File: src/rtl/multiplicador_sequencial_8bits_if.sv
// Handshake/data bundle for the sequential 8x8 multiplier.
// Optional flag wires zero/ovf are present only when MULT_FLAGS_EN is defined.
interface multiplicador_sequencial_8bits_if;
  logic        start;
  logic [7:0]  A;
  logic [7:0]  B;
  logic [15:0] P;
  logic        busy;
  logic        done;
`ifdef MULT_FLAGS_EN
  logic        zero;
  logic        ovf;

  modport master (output start, A, B, input P, busy, done, zero, ovf);
  modport slave  (input start, A, B, output P, busy, done, zero, ovf);
`else
  modport master (output start, A, B, input P, busy, done);
  modport slave  (input start, A, B, output P, busy, done);
`endif
endinterface

File: src/rtl/multiplicador_sequencial_8bits.sv
// Sequential 8x8 unsigned shift-and-add multiplier built around one
// somadorde8bits ripple adder. One iteration per cycle, 8 iterations per
// product, start/busy/done handshake.
// Optional feature macro: MULT_FLAGS_EN adds registered zero/ovf flags.

// 8-bit ripple-carry adder: the only arithmetic resource of the multiplier.
module somadorde8bits (
  input  logic [7:0] A,
  input  logic [7:0] B,
  output logic [7:0] S,
  output logic       Cout
);
  localparam int unsigned W = 8;

  logic [W:0] carry;

  // Ripple the carry from bit 0 to bit 7.
  always_comb begin
    carry    = '0;
    S        = '0;
    for (int i = 0; i < int'(W); i++) begin
      S[i]       = A[i] ^ B[i] ^ carry[i];
      carry[i+1] = (A[i] & B[i]) | (A[i] & carry[i]) | (B[i] & carry[i]);
    end
    Cout = carry[W];
  end
endmodule

module multiplicador_sequencial_8bits (
  input  logic                            clk,
  input  logic                            rst_n,
  multiplicador_sequencial_8bits_if.slave bus
);
  localparam int unsigned W  = 8;
  localparam int unsigned PW = 2 * W;
  localparam int unsigned CW = 3;
  localparam logic [CW-1:0] LAST_ITER = CW'(W - 1);

  typedef enum logic {IDLE, CALC} state_t;

  state_t        state, state_n;
  logic [W-1:0]  m, m_n;
  logic [W-1:0]  q, q_n;
  logic [W-1:0]  acc, acc_n;
  logic [CW-1:0] cnt, cnt_n;
  logic [PW-1:0] p, p_n;
  logic          busy, busy_n;
  logic          done, done_n;
`ifdef MULT_FLAGS_EN
  logic          zero, zero_n;
  logic          ovf, ovf_n;
`endif

  logic [W-1:0]  add_b_c;
  logic [W-1:0]  sum_c;
  logic          cout_c;

  // Partial-product operand: multiplicand when the current multiplier bit is set.
  assign add_b_c = q[0] ? m : '0;

  somadorde8bits u_adder (
    .A    (acc),
    .B    (add_b_c),
    .S    (sum_c),
    .Cout (cout_c)
  );

  // State and datapath registers; reset clears everything immediately.
  always_ff @(posedge clk or negedge rst_n) begin
    if (!rst_n) begin
      state <= IDLE;
      m     <= '0;
      q     <= '0;
      acc   <= '0;
      cnt   <= '0;
      p     <= '0;
      busy  <= 1'b0;
      done  <= 1'b0;
`ifdef MULT_FLAGS_EN
      zero  <= 1'b1;
      ovf   <= 1'b0;
`endif
    end else begin
      state <= state_n;
      m     <= m_n;
      q     <= q_n;
      acc   <= acc_n;
      cnt   <= cnt_n;
      p     <= p_n;
      busy  <= busy_n;
      done  <= done_n;
`ifdef MULT_FLAGS_EN
      zero  <= zero_n;
      ovf   <= ovf_n;
`endif
    end
  end

  // Next-state and next-output logic; the carry shifts into ACC[7] so nothing is lost.
  always_comb begin
    state_n = state;
    m_n     = m;
    q_n     = q;
    acc_n   = acc;
    cnt_n   = cnt;
    p_n     = p;
    busy_n  = busy;
    done_n  = 1'b0;
`ifdef MULT_FLAGS_EN
    zero_n  = zero;
    ovf_n   = ovf;
`endif
    unique case (state)
      IDLE: begin
        if (bus.start) begin
          m_n     = bus.A;
          q_n     = bus.B;
          acc_n   = '0;
          cnt_n   = '0;
          busy_n  = 1'b1;
          state_n = CALC;
        end
      end
      CALC: begin
        acc_n = {cout_c, sum_c[W-1:1]};
        q_n   = {sum_c[0], q[W-1:1]};
        cnt_n = cnt + CW'(1);
        if (cnt == LAST_ITER) begin
          p_n     = {acc_n, q_n};
          done_n  = 1'b1;
          busy_n  = 1'b0;
          state_n = IDLE;
`ifdef MULT_FLAGS_EN
          zero_n  = ({acc_n, q_n} == '0);
          ovf_n   = (acc_n != '0);
`endif
        end
      end
      default: state_n = IDLE;
    endcase
  end

  assign bus.P    = p;
  assign bus.busy = busy;
  assign bus.done = done;
`ifdef MULT_FLAGS_EN
  assign bus.zero = zero;
  assign bus.ovf  = ovf;
`endif
endmodule

File: src/flat_wrapper.sv
// flat-port wrapper written by rule: the top's interface ports become plain ports
module multiplicador_sequencial_8bits_flat 
  (clk, rst_n, bus_start, bus_A, bus_B, bus_P, bus_busy, bus_done);
  multiplicador_sequencial_8bits_if bus_i ();
  input  logic clk;
  input  logic rst_n;
  input wire logic [$bits(bus_i.start)-1:0] bus_start;
  input wire logic [$bits(bus_i.A)-1:0] bus_A;
  input wire logic [$bits(bus_i.B)-1:0] bus_B;
  output wire logic [$bits(bus_i.P)-1:0] bus_P;
  output wire logic [$bits(bus_i.busy)-1:0] bus_busy;
  output wire logic [$bits(bus_i.done)-1:0] bus_done;
  assign bus_i.start = bus_start;
  assign bus_i.A = bus_A;
  assign bus_i.B = bus_B;
  assign bus_P = bus_i.P;
  assign bus_busy = bus_i.busy;
  assign bus_done = bus_i.done;
  multiplicador_sequencial_8bits u_core (.clk(clk), .rst_n(rst_n), .bus(bus_i));
endmodule
File: config.mk
export PLATFORM = sky130hd
export DESIGN_NAME = multiplicador_sequencial_8bits_flat
export DESIGN_NICKNAME = d
export VERILOG_FILES = /design/src/rtl/multiplicador_sequencial_8bits_if.sv /design/src/rtl/multiplicador_sequencial_8bits.sv /design/src/flat_wrapper.sv
export SDC_FILE = /design/constraint.sdc
export NUM_CORES = 1
export LEC_CHECK = 0
export BUFFER_PORTS_ARGS = -buffer_cell sky130_fd_sc_hd__buf_4
export CORE_ASPECT_RATIO = 0.8
export CORE_MARGIN = 2
export CORE_UTILIZATION = 46
export CTS_BUF_LIST = sky130_fd_sc_hd__clkbuf_8
export DETAILED_ROUTE_END_ITERATION = 10
export PLACE_DENSITY_LB_ADDON = 0.12
export SLEW_MARGIN = 15
export SYNTH_ARGS = -nofsm -noshare
export SYNTH_HDL_FRONTEND = slang
export SYNTH_HIERARCHICAL = 1
export SYNTH_SLANG_ARGS = --single-unit
File: constraint.sdc
create_clock -name clk -period 11.68 [get_ports clk]
set_clock_uncertainty 0.15 [all_clocks]
set_input_delay 0.584 -clock clk [delete_from_list [all_inputs] [get_ports clk]]
set_output_delay 0.584 -clock clk [all_outputs]
set_load 0.02 [all_outputs]
# Yosys cells after proc, flatten, opt, wreduce, memory -nomap -nowiden
# Index checks and enable logic that the tools add are counted.
[word_totals] reg_bits=46 inputBits=19 out_inout_bits=18 elab_cells=82
[classes] addsub=1 eq_ne=3 muxes=15 bitwise=52 n_reduce_logical=3
[op_table] op="case mux 8 bit (2 select lines)" count=2
[op_table] op="two-way mux 8 bit" count=3
[op_table] op="bitwise AND 1 bit" count=22
[op_table] op="XOR 1 bit" count=15
[op_table] op="bitwise OR 1 bit" count=14
[op_table] op="two-way mux 1 bit" count=6
[op_table] op="case mux 3 bit (2 select lines)" count=1
[op_table] op="AND reduction 2 bit" count=3
[op_table] op="!= test 2 bit, second input constant" count=2
[op_table] op="case mux 1 bit (2 select lines)" count=2
[op_table] op="adder 3 x 1 -> 3 bit, second input constant" count=1
[op_table] op="equality test 3 bit, second input constant" count=1
[op_table] op="two-way mux 3 bit" count=1
[op_table] op="NOT 1 bit" count=1

# Depth between registers and ports, before layout
[depth] ltp_word=24 ltp_mapped=12 mapped_depth_nobuf=12

# Cells and area by module
# The synthesis kept the hierarchy.
[modules_own_cells] module="multiplicador_sequencial_8bits" instances=1 cells_per_inst=132 area_each_um2=1841.8 seq_area_each_um2=1151.1
[modules_own_cells] module="somadorde8bits" instances=1 cells_per_inst=13 area_each_um2=171.4 seq_area_each_um2=0.0

# Worst setup path after synthesis
# OpenSTA, ideal clock, no wires.
[synth_path] path_kind="register to register" startpoint="register u_core.q[0]" endpoint="register u_core.acc[6]" setup_ns=0.066 arrival_time_ns=3.616 required_time_ns=11.464 path_slack_ns=7.848 stages_incl_launch_ff=13 n_path_buf=0 period_less_slack_ns=3.832 path_cell_list="dfrtp_1 and2_1 ha_1 fa_1 fa_1 fa_1 fa_1 fa_1 fa_1 inv_1 fa_1 inv_1 a22o_1"
[synth_between] elab_chain_cells=22 word_cells_on_any_way=35 classes_between="mux: 2; bitwise: 33"
[synth_lines] item="start: declaration" line_no="multiplicador_sequencial_8bits.sv:43" text="logic [W-1:0] q, q_n;"
[synth_lines] item="start signal: assignment" line_no="multiplicador_sequencial_8bits.sv:86" text="q <= q_n;"
[synth_lines] item="two-way mux 8 bit (*)" line_no="multiplicador_sequencial_8bits.sv:59" text="assign add_b_c = q[0] ? m : '0;"
[synth_lines] item="named net u_core.add_b_c[0]" line_no="multiplicador_sequencial_8bits.sv:54" text="logic [W-1:0] add_b_c;"
[synth_lines] item="bitwise AND 1 bit (*)" line_no="multiplicador_sequencial_8bits.sv:23" text="carry[i+1] = (A[i] & B[i]) | (A[i] & carry[i]) | (B[i] & carry[i]);"
[synth_lines] item="bitwise AND 1 bit" line_no="multiplicador_sequencial_8bits.sv:23"
[synth_lines] item="bitwise OR 1 bit" line_no="multiplicador_sequencial_8bits.sv:23"
[synth_lines] item="bitwise OR 1 bit (*)" line_no="multiplicador_sequencial_8bits.sv:23"
[synth_lines] item="bitwise AND 1 bit" line_no="multiplicador_sequencial_8bits.sv:23"
[synth_lines] item="bitwise OR 1 bit" line_no="multiplicador_sequencial_8bits.sv:23"
[synth_lines] item="[8 not listed]"
[synth_lines] item="bitwise OR 1 bit" line_no="multiplicador_sequencial_8bits.sv:23"
[synth_lines] item="bitwise OR 1 bit (*)" line_no="multiplicador_sequencial_8bits.sv:23"
[synth_lines] item="bitwise AND 1 bit" line_no="multiplicador_sequencial_8bits.sv:23"
[synth_lines] item="bitwise OR 1 bit" line_no="multiplicador_sequencial_8bits.sv:23"
[synth_lines] item="bitwise OR 1 bit (*)" line_no="multiplicador_sequencial_8bits.sv:23"
[synth_lines] item="XOR 1 bit (*)" line_no="multiplicador_sequencial_8bits.sv:22" text="S[i] = A[i] ^ B[i] ^ carry[i];"
[synth_lines] item="named net u_core.sum_c[7]" line_no="multiplicador_sequencial_8bits.sv:55" text="logic [W-1:0] sum_c;"
[synth_lines] item="case mux 8 bit (2 select lines) (*)" line_no="multiplicador_sequencial_8bits.sv:113" text="unique case (state)"
[synth_lines] item="end signal: assignment" line_no="multiplicador_sequencial_8bits.sv:87" text="acc <= acc_n;"
[synth_lines] item="end: declaration" line_no="multiplicador_sequencial_8bits.sv:44" text="logic [W-1:0] acc, acc_n;"
# The timed path passes the listed nets; every way through them passes the cells marked *.
# A chain may end at the register's enable or synchronous reset.

# Worst setup path after layout
# Same ends and word-level chain as after synthesis.

==> results.md <==
* Yosys reg bits at between 40 and 50
* Top-area cell type share of the netlist area at 0.572
* Worst Max-Slew Pin Slew at around 1 ns
* Peak VDD IR at 0.113 mV
* Clock sink count at 46
* Final Hold Vio Count at 0
* Worst r2r path cells at 12
* Largest net degree at the start of global routing at between 40 and 50
* DRT iter0 DRCs at approximately 150
* Compound-Gate Fraction of Synth Area at 0.0690
* GP Congestion at between 0.7 and 0.8
* Vias in the first global route at approximately 1300
* Synth area leaders: dfrtp_1 (57%), mux2_2 (8.4%), fa_1 (7.0%), mux2_1 (5.0%), mux2i_1 (4.5%)
* Critical R2R Capture: u_core/acc[6]
* Via/cell ratio at approximately 5.1
* Clock power share at 0.163
* Worst-skew pair later-pin latency at 0.29 ns
* Yosys cell types at 20
* Worst reg2reg path startpoint: u_core/q[0]
* CTS HTree Levels at 2
* Mux contribution to synthesized area at 0.179
* Die X at roughly 80 um
* Layout area overhead at 20.4%
* Global-route wire length before repair at around 6000 um
* Postcts setup bufs at 0
* Final ANT Viol Nets at 0
* CP max stage cell: dfrtp_1
* DR vias at between 1000 and 1500
* Worst Path Buf+Inv at 2
* Post-Place Cells at 231
* Initial Utilization at 0.479
* Share of cells above drive strength 1 at 0.330
* Remaining Overflow, GRT at 0
* Largest family of logic cells by synthesized area: multiplexers
* WS Path Type: reg -> reg
* Clk root buf: clkbuf_8
* Xor/xnor share of the synthesized area at 0
* Fin cells at approximately 240
* Mean Syn Cell Area at between 10 and 15 um2
* Fmax at around 0.25 GHz
* Die Area at slightly below 0.005 mm2
* IO Port Bufs at 36
* Initial antenna violation count at 0
* IO Count at 37
* Net Sw Frac at 0.346
* CTS tree: done
* Status: completed
* Total GRT Usage at 0.159
* Clk buf depth at 2
* LEAKAGE at ~0.0012 uW
* DRC at 0
* Clock slew at reported path FFs at 0.08 ns
* First-pass DRT Iterations at 4
* Adder-cell share of the synthesized area at 0.0945
* Startpoint types: flip-flop
* Synth Net Count at approximately 180
* Slowest cell delay on critical path at around 0.46 ns
* Worst Path Max Fanout at 9
* Post-synthesis simple-gate area fraction at 0.0528
* Die height at about 63 um
* CP cell instances: and2_1, ha_1, fa_1, fa_1, fa_1, fa_1, fa_1, fa_1, inv_1, fa_1, inv_1, a22o_1
* Final Setup Violations at 0
* Area leader, netlist: dfrtp_1
* Critical Path End Type: flip-flop
* RSZ-0062 raised after global routing: false
* Cells after Synth at about 150
* Switch Pwr at ~230 uW
* PwrDens at ~280 mW/mm2
* Crit-path most repeated cell: fa_1
* Flop-to-flop setup slack at between 7 and 8 ns
* Nets at about 210
* Routed wire length at roughly 3600 um
* # hold bufs at CTS at 0
* HPWL after detailed placement at 2400 um
* Largest delay share family, worst path: adder cells
* Comb pwr share at 0.397
* Post-synthesis cell area at approximately 0.0020 mm2
* Core Area at ~0.0042 mm2
* Post-cts sizing count at 0
* Drt wl/cell at between 10 and 15 um
* Antenna cells at 0
* CTS Buf Count at 5
* CP required at around 12 ns
* Slew Viols, Final at 0
* CP arrival at ~4.2 ns
* Max cap viols at 0
* Fin crit share at 0.349
* Post-route minimum period at about 4 ns
* Yosys warns at 6
* Core Rows at 21
* Sequential group share of total power at 0.440
* Worst hold path class: in -> async
* Total negative slack at 0 ns
* Rel. slew slack at 0.330
* Fill count at approximately 350
* Register area share after synthesis at 0.572
* P_int at about 440 uW
## per-stage QoR
stage | area (um2) | utilization | power, uW | setup WS, ns | hold WS [ns]
after CTS | 2420 | 0.577 | 676 | 7.62 | 0.155
final | 2420 | 0.577 | 668 | 7.60 | 0.133
after global placement | 2310 | 0.551 | 551 | 7.76 | 0.319
after detailed placement | 2310 | 0.551 | 565 | 7.64 | 0.334
after floorplan | 2010 | - | 472 | 7.85 | 0.138
after global routing | 2420 | 0.577 | 720 | 7.51 | 0.169
## cells in the mapped netlist, drive strengths merged
cell type	n
a21oi	1
mux2i	9
mux2	24
a22o	10
and2	8
buf	6
nor2	2
fa	7
nor2b	1
inv	7
dfrtp	46
nand2	9
nand2b	1
o22ai	1
clkbuf	1
ha	4
o21ai	8
## routing by layer
layer	vias to the layer above	global-route usage	wire length [um]
met5	-	0	0
met4	0	0.0658	55
met3	7	0.0487	170
met2	34	0.234	1590
met1	607	0.219	1750
li1	571	-	-
## sequential cells by signal, summed over array words and instances (netlist names)
name             cells
u_core/acc           8
u_core/bus.done      1
u_core/bus.P        16
u_core/state         1
u_core/q             8
u_core/bus.busy      1
u_core/m             8
u_core/cnt           3
## power by group through the flow
stage / combinational [uW] / sequential [uW] / clock [uW]
detailed placement: 268 / 297 / 0
global placement: 258 / 293 / 0
CTS: 269 / 295 / 113
floorplan: 165 / 306 / 0
finish: 265 / 294 / 109
global route: 292 / 305 / 123
## cells in the final DEF, fill, tap and decap left out
master / n
clkbuf_8: 8
nand2_2: 1
a21oi_1: 1
mux2_1: 9
dfrtp_1: 46
nor2b_1: 1
mux2i_1: 9
o22ai_1: 1
fa_1: 7
nor2_1: 2
o21ai_0: 8
buf_4: 36
nand2_1: 8
inv_1: 7
nand2b_1: 1
ha_1: 4
mux2_2: 15
a22o_1: 10
and2_1: 8
## worst max path at each step
stage	start	endpoint	slack, ns	cells past startpoint
finish	u_core/q[0]	u_core/acc[6]	7.60	12
global route	u_core/q[0]	u_core/acc[6]	7.51	12
CTS	u_core/q[0]	u_core/acc[6]	7.62	12
detailed placement	u_core/q[0]	u_core/acc[6]	7.64	12
global placement	u_core/q[0]	u_core/acc[6]	7.76	12
floorplan	u_core/q[0]	u_core/acc[6]	7.85	12
## layout make-up
type | count | area [um2] | share of cell area
well taps | 57 | 71.3 | 0.0294
multi-input cells | 85 | 796 | 0.328
inverters | 7 | 26.3 | 0.0108
flip-flops and latches | 46 | 1150 | 0.475
clock buffers | 8 | 110 | 0.0454
repair buffers | 36 | 270 | 0.111
## cells by family (layout without fill, tap and decap cells)
logic type / after synthesis / in the layout
fa+ha+maj: 11 / 11
mux: 33 / 33
buf+inv: 14 / 51
compound gates: 20 / 20
flops: 46 / 46
simple gates: 21 / 21
Note: power is estimated with default switching activity, not from simulation.
